### config.mk
export PLATFORM = sky130hd
export DESIGN_NAME = rader7_stream
export DESIGN_NICKNAME = d
export VERILOG_FILES = /design/src/rtl/rader7_pkg.sv /design/src/rtl/rader7_fir.sv /design/src/rtl/rader7_stream.sv
export SDC_FILE = /design/constraint.sdc
export NUM_CORES = 1
export LEC_CHECK = 0
export CAP_MARGIN = 20
export CORE_UTILIZATION = 35
export DETAILED_ROUTE_END_ITERATION = 8
export SETUP_SLACK_MARGIN = 0.05
export SLEW_MARGIN = 30
export SYNTH_ARGS = -nofsm -noshare
export SYNTH_HDL_FRONTEND = slang
export SYNTH_HIERARCHICAL = 1
export SYNTH_SLANG_ARGS = --single-unit
### constraint.sdc
create_clock -name clk -period 24.2 [get_ports clk]
set_clock_uncertainty 0.2 [all_clocks]
set_input_delay 4.84 -clock clk [delete_from_list [all_inputs] [get_ports clk]]
set_output_delay 4.84 -clock clk [all_outputs]
set_load 0.1 [all_outputs]
### src/rtl/rader7_pkg.sv
// rader7_pkg: shared types, index tables and twiddle helper for rader7_stream.
// Twiddles are derived from Q16 cos/sin values, rounded to CW bits.
package rader7_pkg;

  typedef enum logic [1:0] {
    LOAD,
    RUN,
    OUT
  } state_t;

  localparam int N          = 7;
  localparam int RUN_CYCLES = 15;

  localparam logic [2:0] PERM [6] = '{3'd5, 3'd4, 3'd6, 3'd2, 3'd3, 3'd1};

  // Bin produced on each of the six convolution outputs
  localparam logic [2:0] BIN [6] = '{3'd1, 3'd3, 3'd2, 3'd6, 3'd4, 3'd5};

  // Twiddle index for FIR tap d: 3^(d-1) mod 7
  localparam int HM [6] = '{5, 1, 3, 2, 6, 4};

  localparam int COS_Q16 [4] = '{65536, 40861, -14583, -59046};
  localparam int SIN_Q16 [4] = '{0, 51238, 63893, 28435};

  function automatic int twiddle(int m, int cw, bit s);
    int     k;
    longint v;
    k = (m > 3) ? N - m : m;
    v = s ? longint'(SIN_Q16[k]) : longint'(COS_Q16[k]);
    if (s && m > 3) v = -v;
    return int'((v * (longint'(1) << (cw - 1)) + 32768) >>> 16);
  endfunction

endpackage

### src/rtl/rader7_fir.sv
// rader7_fir: 6-tap transposed-form FIR with an int coefficient vector.
// Delay registers carry no reset; outputs are only used once fully primed.
module rader7_fir
  import rader7_pkg::*;
#(
  parameter int W  = 8,
  parameter int AW = 20,
  parameter int H [6] = '{default: 0}
) (
  input  logic                 clk,
  input  logic signed [W-1:0]  x,
  output logic signed [AW-1:0] y
);

  logic signed [AW-1:0] p [6];
  logic signed [AW-1:0] r [5];

  always_comb begin
    for (int i = 0; i < 6; i++) begin
      p[i] = AW'(x) * AW'(H[i]);
    end
  end

  assign y = p[0] + r[0];

  always_ff @(posedge clk) begin
    for (int i = 0; i < 4; i++) begin
      r[i] <= p[i+1] + r[i+1];
    end
    r[4] <= p[5];
  end

endmodule

### src/rtl/rader7_stream.sv
// rader7_stream: streaming 7-point real-input DFT using Rader's algorithm.
// Define RADER7_STREAM_ROUND_EN for round-half-up on bins 1..6.
module rader7_stream
  import rader7_pkg::*;
#(
  parameter int W  = 8,
  parameter int CW = 9
) (
  input  logic                clk,
  input  logic                reset,
  input  logic signed [W-1:0] x_in,
  input  logic                x_valid,
  output logic                x_ready,
  input  logic                inv,
  output logic signed [W+2:0] y_real,
  output logic signed [W+2:0] y_imag,
  output logic [2:0]          y_idx,
  output logic                y_valid,
  input  logic                y_ready
);

  localparam int AW = W + CW + 3;
  localparam int OW = W + 3;

  localparam int HC [6] = '{
    twiddle(HM[0], CW, 1'b0), twiddle(HM[1], CW, 1'b0),
    twiddle(HM[2], CW, 1'b0), twiddle(HM[3], CW, 1'b0),
    twiddle(HM[4], CW, 1'b0), twiddle(HM[5], CW, 1'b0)
  };
  localparam int HS [6] = '{
    twiddle(HM[0], CW, 1'b1), twiddle(HM[1], CW, 1'b1),
    twiddle(HM[2], CW, 1'b1), twiddle(HM[3], CW, 1'b1),
    twiddle(HM[4], CW, 1'b1), twiddle(HM[5], CW, 1'b1)
  };

`ifdef RADER7_STREAM_ROUND_EN
  localparam logic signed [AW-1:0] RND = AW'(2 ** (CW - 2));
`else
  localparam logic signed [AW-1:0] RND = '0;
`endif

  state_t               state;
  logic [2:0]           lidx;
  logic [3:0]           cnt;
  logic                 inv_q;
  logic signed [W-1:0]  xbuf [N];
  logic signed [OW-1:0] res_re [1:6];
  logic signed [OW-1:0] res_im [1:6];

  logic [2:0]           fidx;
  logic [2:0]           bin_at;
  logic signed [W-1:0]  feed;
  logic signed [AW-1:0] re_sum;
  logic signed [AW-1:0] im_sum;
  logic signed [AW-1:0] im_term;
  logic signed [AW-1:0] re_sh;
  logic signed [AW-1:0] im_sh;
  logic signed [OW-1:0] x0_sum;
  logic signed [OW-1:0] bin_re;
  logic signed [OW-1:0] bin_im;
  logic                 cap;

  // Feed a[1..5], a[0], a[1..5] so cycles 5..10 hold the cyclic outputs
  always_comb begin
    fidx = 3'd0;
    if (cnt <= 4'd4) fidx = 3'(cnt + 4'd1);
    else if (cnt <= 4'd10) fidx = 3'(cnt - 4'd5);
    bin_at = BIN[3'(cnt - 4'd5)];
    cap    = (state == RUN) && (cnt >= 4'd5) && (cnt <= 4'd10);
  end

  assign feed = xbuf[PERM[fidx]];

  rader7_fir #(.W(W), .AW(AW), .H(HC)) u_cos (
    .clk (clk),
    .x   (feed),
    .y   (re_sum)
  );

  rader7_fir #(.W(W), .AW(AW), .H(HS)) u_sin (
    .clk (clk),
    .x   (feed),
    .y   (im_sum)
  );

  assign im_term = inv_q ? im_sum : -im_sum;
  assign re_sh   = (re_sum + RND) >>> (CW - 1);
  assign im_sh   = (im_term + RND) >>> (CW - 1);
  assign bin_re  = OW'(re_sh) + OW'(xbuf[0]);
  assign bin_im  = OW'(im_sh);

  always_comb begin
    x0_sum = '0;
    for (int i = 0; i < N; i++) begin
      x0_sum = x0_sum + OW'(xbuf[i]);
    end
  end

  always_ff @(posedge clk) begin
    if (!reset && state == LOAD && x_valid) begin
      xbuf[lidx] <= x_in;
      if (lidx == 3'd0) inv_q <= inv;
    end
    if (cap) begin
      res_re[bin_at] <= bin_re;
      res_im[bin_at] <= bin_im;
    end
  end

  always_ff @(posedge clk) begin
    if (reset) begin
      state   <= LOAD;
      lidx    <= 3'd0;
      cnt     <= 4'd0;
      x_ready <= 1'b1;
      y_valid <= 1'b0;
      y_real  <= '0;
      y_imag  <= '0;
      y_idx   <= 3'd0;
    end else begin
      unique case (state)
        LOAD: begin
          if (x_valid) begin
            if (lidx == 3'd6) begin
              state   <= RUN;
              lidx    <= 3'd0;
              cnt     <= 4'd0;
              x_ready <= 1'b0;
            end else begin
              lidx <= lidx + 3'd1;
            end
          end
        end
        RUN: begin
          cnt <= cnt + 4'd1;
          if (cnt == 4'(RUN_CYCLES)) begin
            state   <= OUT;
            y_valid <= 1'b1;
            y_idx   <= 3'd0;
            y_real  <= x0_sum;
            y_imag  <= '0;
          end
        end
        OUT: begin
          if (y_ready) begin
            if (y_idx == 3'd6) begin
              state   <= LOAD;
              y_valid <= 1'b0;
              x_ready <= 1'b1;
            end else begin
              y_idx  <= y_idx + 3'd1;
              y_real <= res_re[y_idx + 3'd1];
              y_imag <= res_im[y_idx + 3'd1];
            end
          end
        end
        default: state <= LOAD;
      endcase
    end
  end

endmodule

After elaboration in Yosys (flattened, before gate mapping)
Memory sizes are Yosys's and may differ from the RTL's.
Cells that the tools add are included.
Widths: inputs -> output; s select.
{ "totals": {"register_bits": 37, "mem_bits_rw": 388, "mem_bits_ro": 48, "in_bits": 13, "out_inout_bits": 27, "elab_cells": 124, "n_memories": 7} }
{ "classes": {"add_sub_neg": 22, "mul": 9, "n_lt_le_gt_ge": 5, "eq_ne": 11, "n_mux": 42, "bitwise": 2, "reduce_logical": 17} }
{ "memory_table": {"columns": ["name", "words", "word_bits", "read_ports", "rd_ports_with_merged_regs", "write_ports", "line", "rtl"], "rows": [
  ["u_cos.r", 5, 20, 5, 0, 5, "rader7_fir.sv:16", "logic signed [AW-1:0] r [5];"],
  ["u_sin.r", 5, 20, 5, 0, 5, "rader7_fir.sv:16", null],
  ["res_im", 6, 11, 1, 0, 1, "rader7_stream.sv:48", "logic signed [OW-1:0] res_im [1:6];"],
  ["res_re", 6, 11, 1, 0, 1, "rader7_stream.sv:47", "logic signed [OW-1:0] res_re [1:6];"],
  ["xbuf", 7, 8, 8, 0, 1, "rader7_stream.sv:46", "logic signed [W-1:0] xbuf [N];"],
  ["(name not given)", 8, 3, 1, 0, 0, "rader7_stream.sv:72", "assign feed = xbuf[PERM[fidx]];"],
  ["1 more memories", null, null, null, null, null, null, null]
]} }
{ "ops": {"columns": ["operator", "count"], "rows": [
  ["$add 20x20->20", 7],
  ["$mux 11", 6],
  ["$mul 8x8->16 const B", 4],
  ["$add 11x8->11", 4],
  ["$pmux 11 s2", 2],
  ["$mux 3", 10],
  ["$mul 8x6->14 const B", 2],
  ["$add 15x20->20", 1],
  ["$add 15x19->19", 1],
  ["$add 17x19->19", 1],
  ["$mux 19", 1],
  ["$neg 19->19", 1],
  ["$mul 8x9->17 const B", 1],
  ["$mul 8x7->15 const B", 1],
  ["$mul 8x4->12 const B", 1],
  ["$add 10x8->11", 1],
  ["$mux 1", 11],
  ["$add 9x8->10", 1],
  ["$mux 2", 5],
  ["$reduce_and 5->1", 2],
  ["$add 8x8->9", 1],
  ["$ge 4x4->1 const B", 2],
  ["$mux 4", 2],
  ["$ne 2x2->1 const B", 4],
  ["other kinds (24)", 36]
]} }

Longest topological paths before layout
An unclocked memory read counts as a cell.
{ "logic_depth": {"depth_word": 12, "ltp_mapped": 38, "ltp_nobuf": 36} }

Cells and area by module
The synthesis kept the hierarchy.
{ "by_module_without_submodules": {"columns": ["mod", "instances", "cells_per_inst", "area_each_um2", "seq_area_each_um2"], "rows": [
  ["rader7_fir (u_sin)", 1, 1211, 11461.0, 1921.8],
  ["rader7_stream", 1, 848, 11284.6, 6396.1],
  ["rader7_fir (u_cos)", 1, 900, 8376.8, 1941.9]
]} }

Least setup slack after synthesis
OpenSTA, ideal clock, no wires.
{ "synth_timing": {"path_type": "register to register", "startpoint": "register cnt[0]", "endpoint": "memory res_re[1][10] (netlist bit), data pin", "setup_ns": 0.250, "t_arrival_ns": 10.098, "required_time_ns": 23.750, "setup_slack_ns": 13.652, "path_stages_with_launch": 36, "n_path_buf": 2, "synth_period_minus_slack_ns": 10.548, "path_cell_list": "dfxtp_1 -> buf_6 -> inv_1 -> ha_1 -> and2b_2 -> a22o_1 -> a2111oi_4 -> mux2_4 -> buf_8 -> nand2_1 -> a22oi_1 -> ha_1 -> inv_1 -> ha_1 -> inv_1 -> fa_1 -> fa_1 -> inv_1 -> ha_1 -> nor3_1 -> a21boi_0 -> o21ai_0 -> a31oi_1 -> xor2_1 -> ha_1 -> a21o_1 -> a211o_1 -> a211o_1 -> a41oi_1 -> nor2_1 -> xnor2_1 -> ha_1 -> and2_1 -> o21ai_0 -> o311ai_0 -> a211oi_1"} }
{ "synth_between": {"elab_chain_cells": 11, "word_cells_on_any_way": 14, "classes_between": "4 x add/sub; 1 x mul; 2 x order compare; 4 x mux; 1 x bitwise; 2 x memory"} }
{ "synth_lines": {"columns": ["item", "line", "rtl"], "rows": [
  ["from (decl)", "rader7_stream.sv:44", "logic [3:0] cnt;"],
  ["from (signal assigned)", "rader7_stream.sv:135", "cnt <= cnt + 4'd1;"],
  ["$le 4x4->1 / $sub 3x3->3 (equally long branches)", "rader7_stream.sv:67", "else if (cnt <= 4'd10) fidx = 3'(cnt - 4'd5);"],
  ["$mux 3", "rader7_stream.sv:67", null],
  ["$mux 3 *", "rader7_stream.sv:66", "if (cnt <= 4'd4) fidx = 3'(cnt + 4'd1);"],
  ["$not 3->4 (not written as such) *", "rader7_stream.sv:72", null],
  ["$mem_v2 8x3 *", null, null],
  ["$mux 3 (not written as such) * (2 in a row)", "rader7_stream.sv:72", null],
  ["$mem_v2 7x8 *", null, null],
  ["via feed[7]", "rader7_stream.sv:52", "logic signed [W-1:0] feed;"],
  ["$mul 8x7->15 *", "rader7_fir.sv:20", "p[i] = AW'(x) * AW'(H[i]);"],
  ["$add 15x19->19 *", "rader7_fir.sv:24", "assign y = p[0] + r[0];"],
  ["via re_sum[17]", "rader7_stream.sv:53", "logic signed [AW-1:0] re_sum;"],
  ["$add 11x8->11 *", "rader7_stream.sv:89", "assign bin_re = OW'(re_sh) + OW'(xbuf[0]);"],
  ["via bin_re[10]", "rader7_stream.sv:59", "logic signed [OW-1:0] bin_re;"],
  ["to (decl)", "rader7_stream.sv:47", null]
]} }
Mark *: on every way through the listed nets, which the timed path passes. The rest lies on a longest branch. The select of a mux whose other input is x is not followed.

Worst setup path after layout
Ends and elaborated chain as after synthesis.

==> results.sh <==
export IMPL_ant_nets=0
export IMPL_vias=20400
export IMPL_track_usage=0.157
export IMPL_grt_pass1_wl_um=111000
export IMPL_fin_tns_setup_ns=0
export IMPL_portBuffers=39
export IMPL_cts_sinks=410
export IMPL_setup_violations=0
export IMPL_die_h_um=297
export IMPL_ff2ff_path_depth=34
export IMPL_dieArea_um2=88100
export IMPL_dr_first_iter_drc_count=997
export IMPL_gp_congestion=0.891
export IMPL_final_max_slew_viol_count=0
export IMPL_cts_hold_buf=0
export IMPL_drt_total_wl_um=68700
export IMPL_numCtsBuffers=49
export IMPL_clkLatencyLatePin_ns=0.62
export IMPL_status="finished clean"
export IMPL_dp_hpwl_um=53000
export IMPL_required_ns=24.35
export IMPL_tightest_slew_ns=1.01
export IMPL_r2r_end="res_re[1][10]"
export IMPL_cts_tree="done"
export IMPL_antenna_diode_count=0
export IMPL_grt_max_degree=50
export IMPL_rsz0062_at_grt="false"
export IMPL_crit_end="res_re[1][10]"
export IMPL_initial_core_util=0.355
export IMPL_wl_per_cell_um=16.6
export IMPL_cp_start_kind="register"
export IMPL_crit_slowest_cell="dfxtp_1"
export IMPL_ys_warn_count=6
export IMPL_antenna_found_initial=1
export IMPL_syn_inst=2878
export IMPL_area_growth_synth_to_final_pct=11.9
export IMPL_powerDensity_nw_per_um2=88.0
export IMPL_hold_viol=0
export IMPL_core_area_um2=85700
export IMPL_period_share=0.415
export IMPL_layout_drive_gt1_share=0.0816
export IMPL_nets=3576
export IMPL_p_leak_uw=0.0149
export IMPL_final_cell_area_um2=34000
export IMPL_clk_pin_slew_worst_paths_ns=0.07
export IMPL_setup_worst_path_end_class="register"
export IMPL_ff2ff_setup_slack_ns=14.15
export IMPL_max_slew_margin_rel=0.325
export IMPL_avgSynthCellArea_um2=10.6
export IMPL_post_cts_setup_buffers=0
export IMPL_max_freq_ghz=0.0995
export IMPL_dr_pass1_iters=5
export IMPL_critPathLaunch="cnt[0]"
export IMPL_drc=0
export IMPL_cts_resized=0
export IMPL_max_stage_delay_ns=0.55
export IMPL_grt_pass1_vias=20400
export IMPL_critical_path_peak_fanout=24
export IMPL_timing_rr_start="cnt[0]"
export IMPL_critPathArrivalTime_ns=10.19
export IMPL_min_from="u_sin/r[0][82]"
export IMPL_hold_path_class="reg2reg"
export IMPL_mappedNetlistArea_um2=30400
export IMPL_finalCriticalPeriod_ns=10.05
export IMPL_place_area_um2=32300
export IMPL_grt_overflow=0
export IMPL_worst_setup_path_type="reg2reg"
export IMPL_viasPerCell=4.94
export IMPL_die_w_um=297
export IMPL_path_common_cell="ha_1"
export IMPL_maxCapViolations=0
export IMPL_clock_tree_buffer_depth=3
export IMPL_ctsRootBufferMaster="clkbuf_16"
export IMPL_ir_worst_vdd_mv=0.0542
export IMPL_syn_num_nets=3504
export IMPL_io_pins=40
export IMPL_htree_levels=2
export IMPL_rows=107
-- power breakdown --
part / internal [uW] / switching (uW) / total (uW)
Clock: 468 / 322 / 790
Sequential: 956 / 41.2 / 997
Combinational: 498 / 709 / 1210
-- worst min-delay path by stage --
| stage | depth (start not counted) | end |
|---|---|---|
| 2_1_floorplan | 0 | u_cos/r[0][0] |
| 3_3_place_gp | 0 | u_cos/r[0][2] |
| 3_5_place_dp | 0 | u_cos/r[0][3] |
| 4_1_cts | 0 | u_sin/r[0][62] |
| 5_1_grt | 0 | u_sin/r[0][62] |
| 6_report | 0 | u_sin/r[0][62] |
-- placed cells by master (no fill, tap or decap), drive strengths merged, types with 63 or more instances in the layout --
cell type and n:
dfxtp 221, ha 445, nor2 154, edfxtp 189
a21oi 175, inv 393, nand2 106, xor2 63
a21o 75, fa 168, xnor2 171, o21ai 94
-- final cells by class --
class                   instances  area, um2
well taps                    1144       1430
flip-flops and latches        410      10100
fillers                      8328      51600
repair buffers                 59        541
clock buffers                  57       1300
clock inverters                35        475
multi-input cells            2041      18700
inverters                     389       1460
-- flip-flops by register name, summed over array words and instances, names as in the netlist --
| register | cells |
|---|---|
| cnt | 4 |
| y_idx | 3 |
| y_real | 11 |
| state | 2 |
| y_imag | 11 |
| y_valid | 1 |
| inv_q | 1 |
| x_ready | 1 |
| lidx | 3 |
| u_sin/r | 92 |
| res_im | 66 |
| u_cos/r | 93 |
| res_re | 66 |
| xbuf | 56 |
-- routing by layer --
metal,track usage,wire [um],up-vias,part of all wire
met2,0.256,31400,316,0.46
met3,0.0211,2690,79,0.039
met4,0.0363,1200,0,0.017
met1,0.218,33400,9830,0.49
li1,-,-,10200,-
met5,0,0,-,0
-- critical path: cells and delay by family (launching register included) --
kind,cells,cell delay (ns)
simple gates,2,0.26
flops,1,0.55
fa+ha+maj,9,3.47
xor+xnor,2,0.31
mux,2,0.58
buf+inv,6,1.00
compound gates,13,3.37
-- per-stage QoR --
stage                     total power, uW  worst slack [ns]  utilization  hold WS (ns)  std cells
after global placement               2200             14.42        0.377         0.111       4043
after floorplan                      1920             13.84            -         0.110       2878
after CTS                            3020             14.20        0.397        0.0880       4135
after detailed placement             2220             14.25        0.377         0.112       4043
after global routing                 3210             13.50        0.397         0.101       4135
final                                2990             14.15        0.397        0.0915       4135
Note: power is estimated with default switching activity, not from simulation.
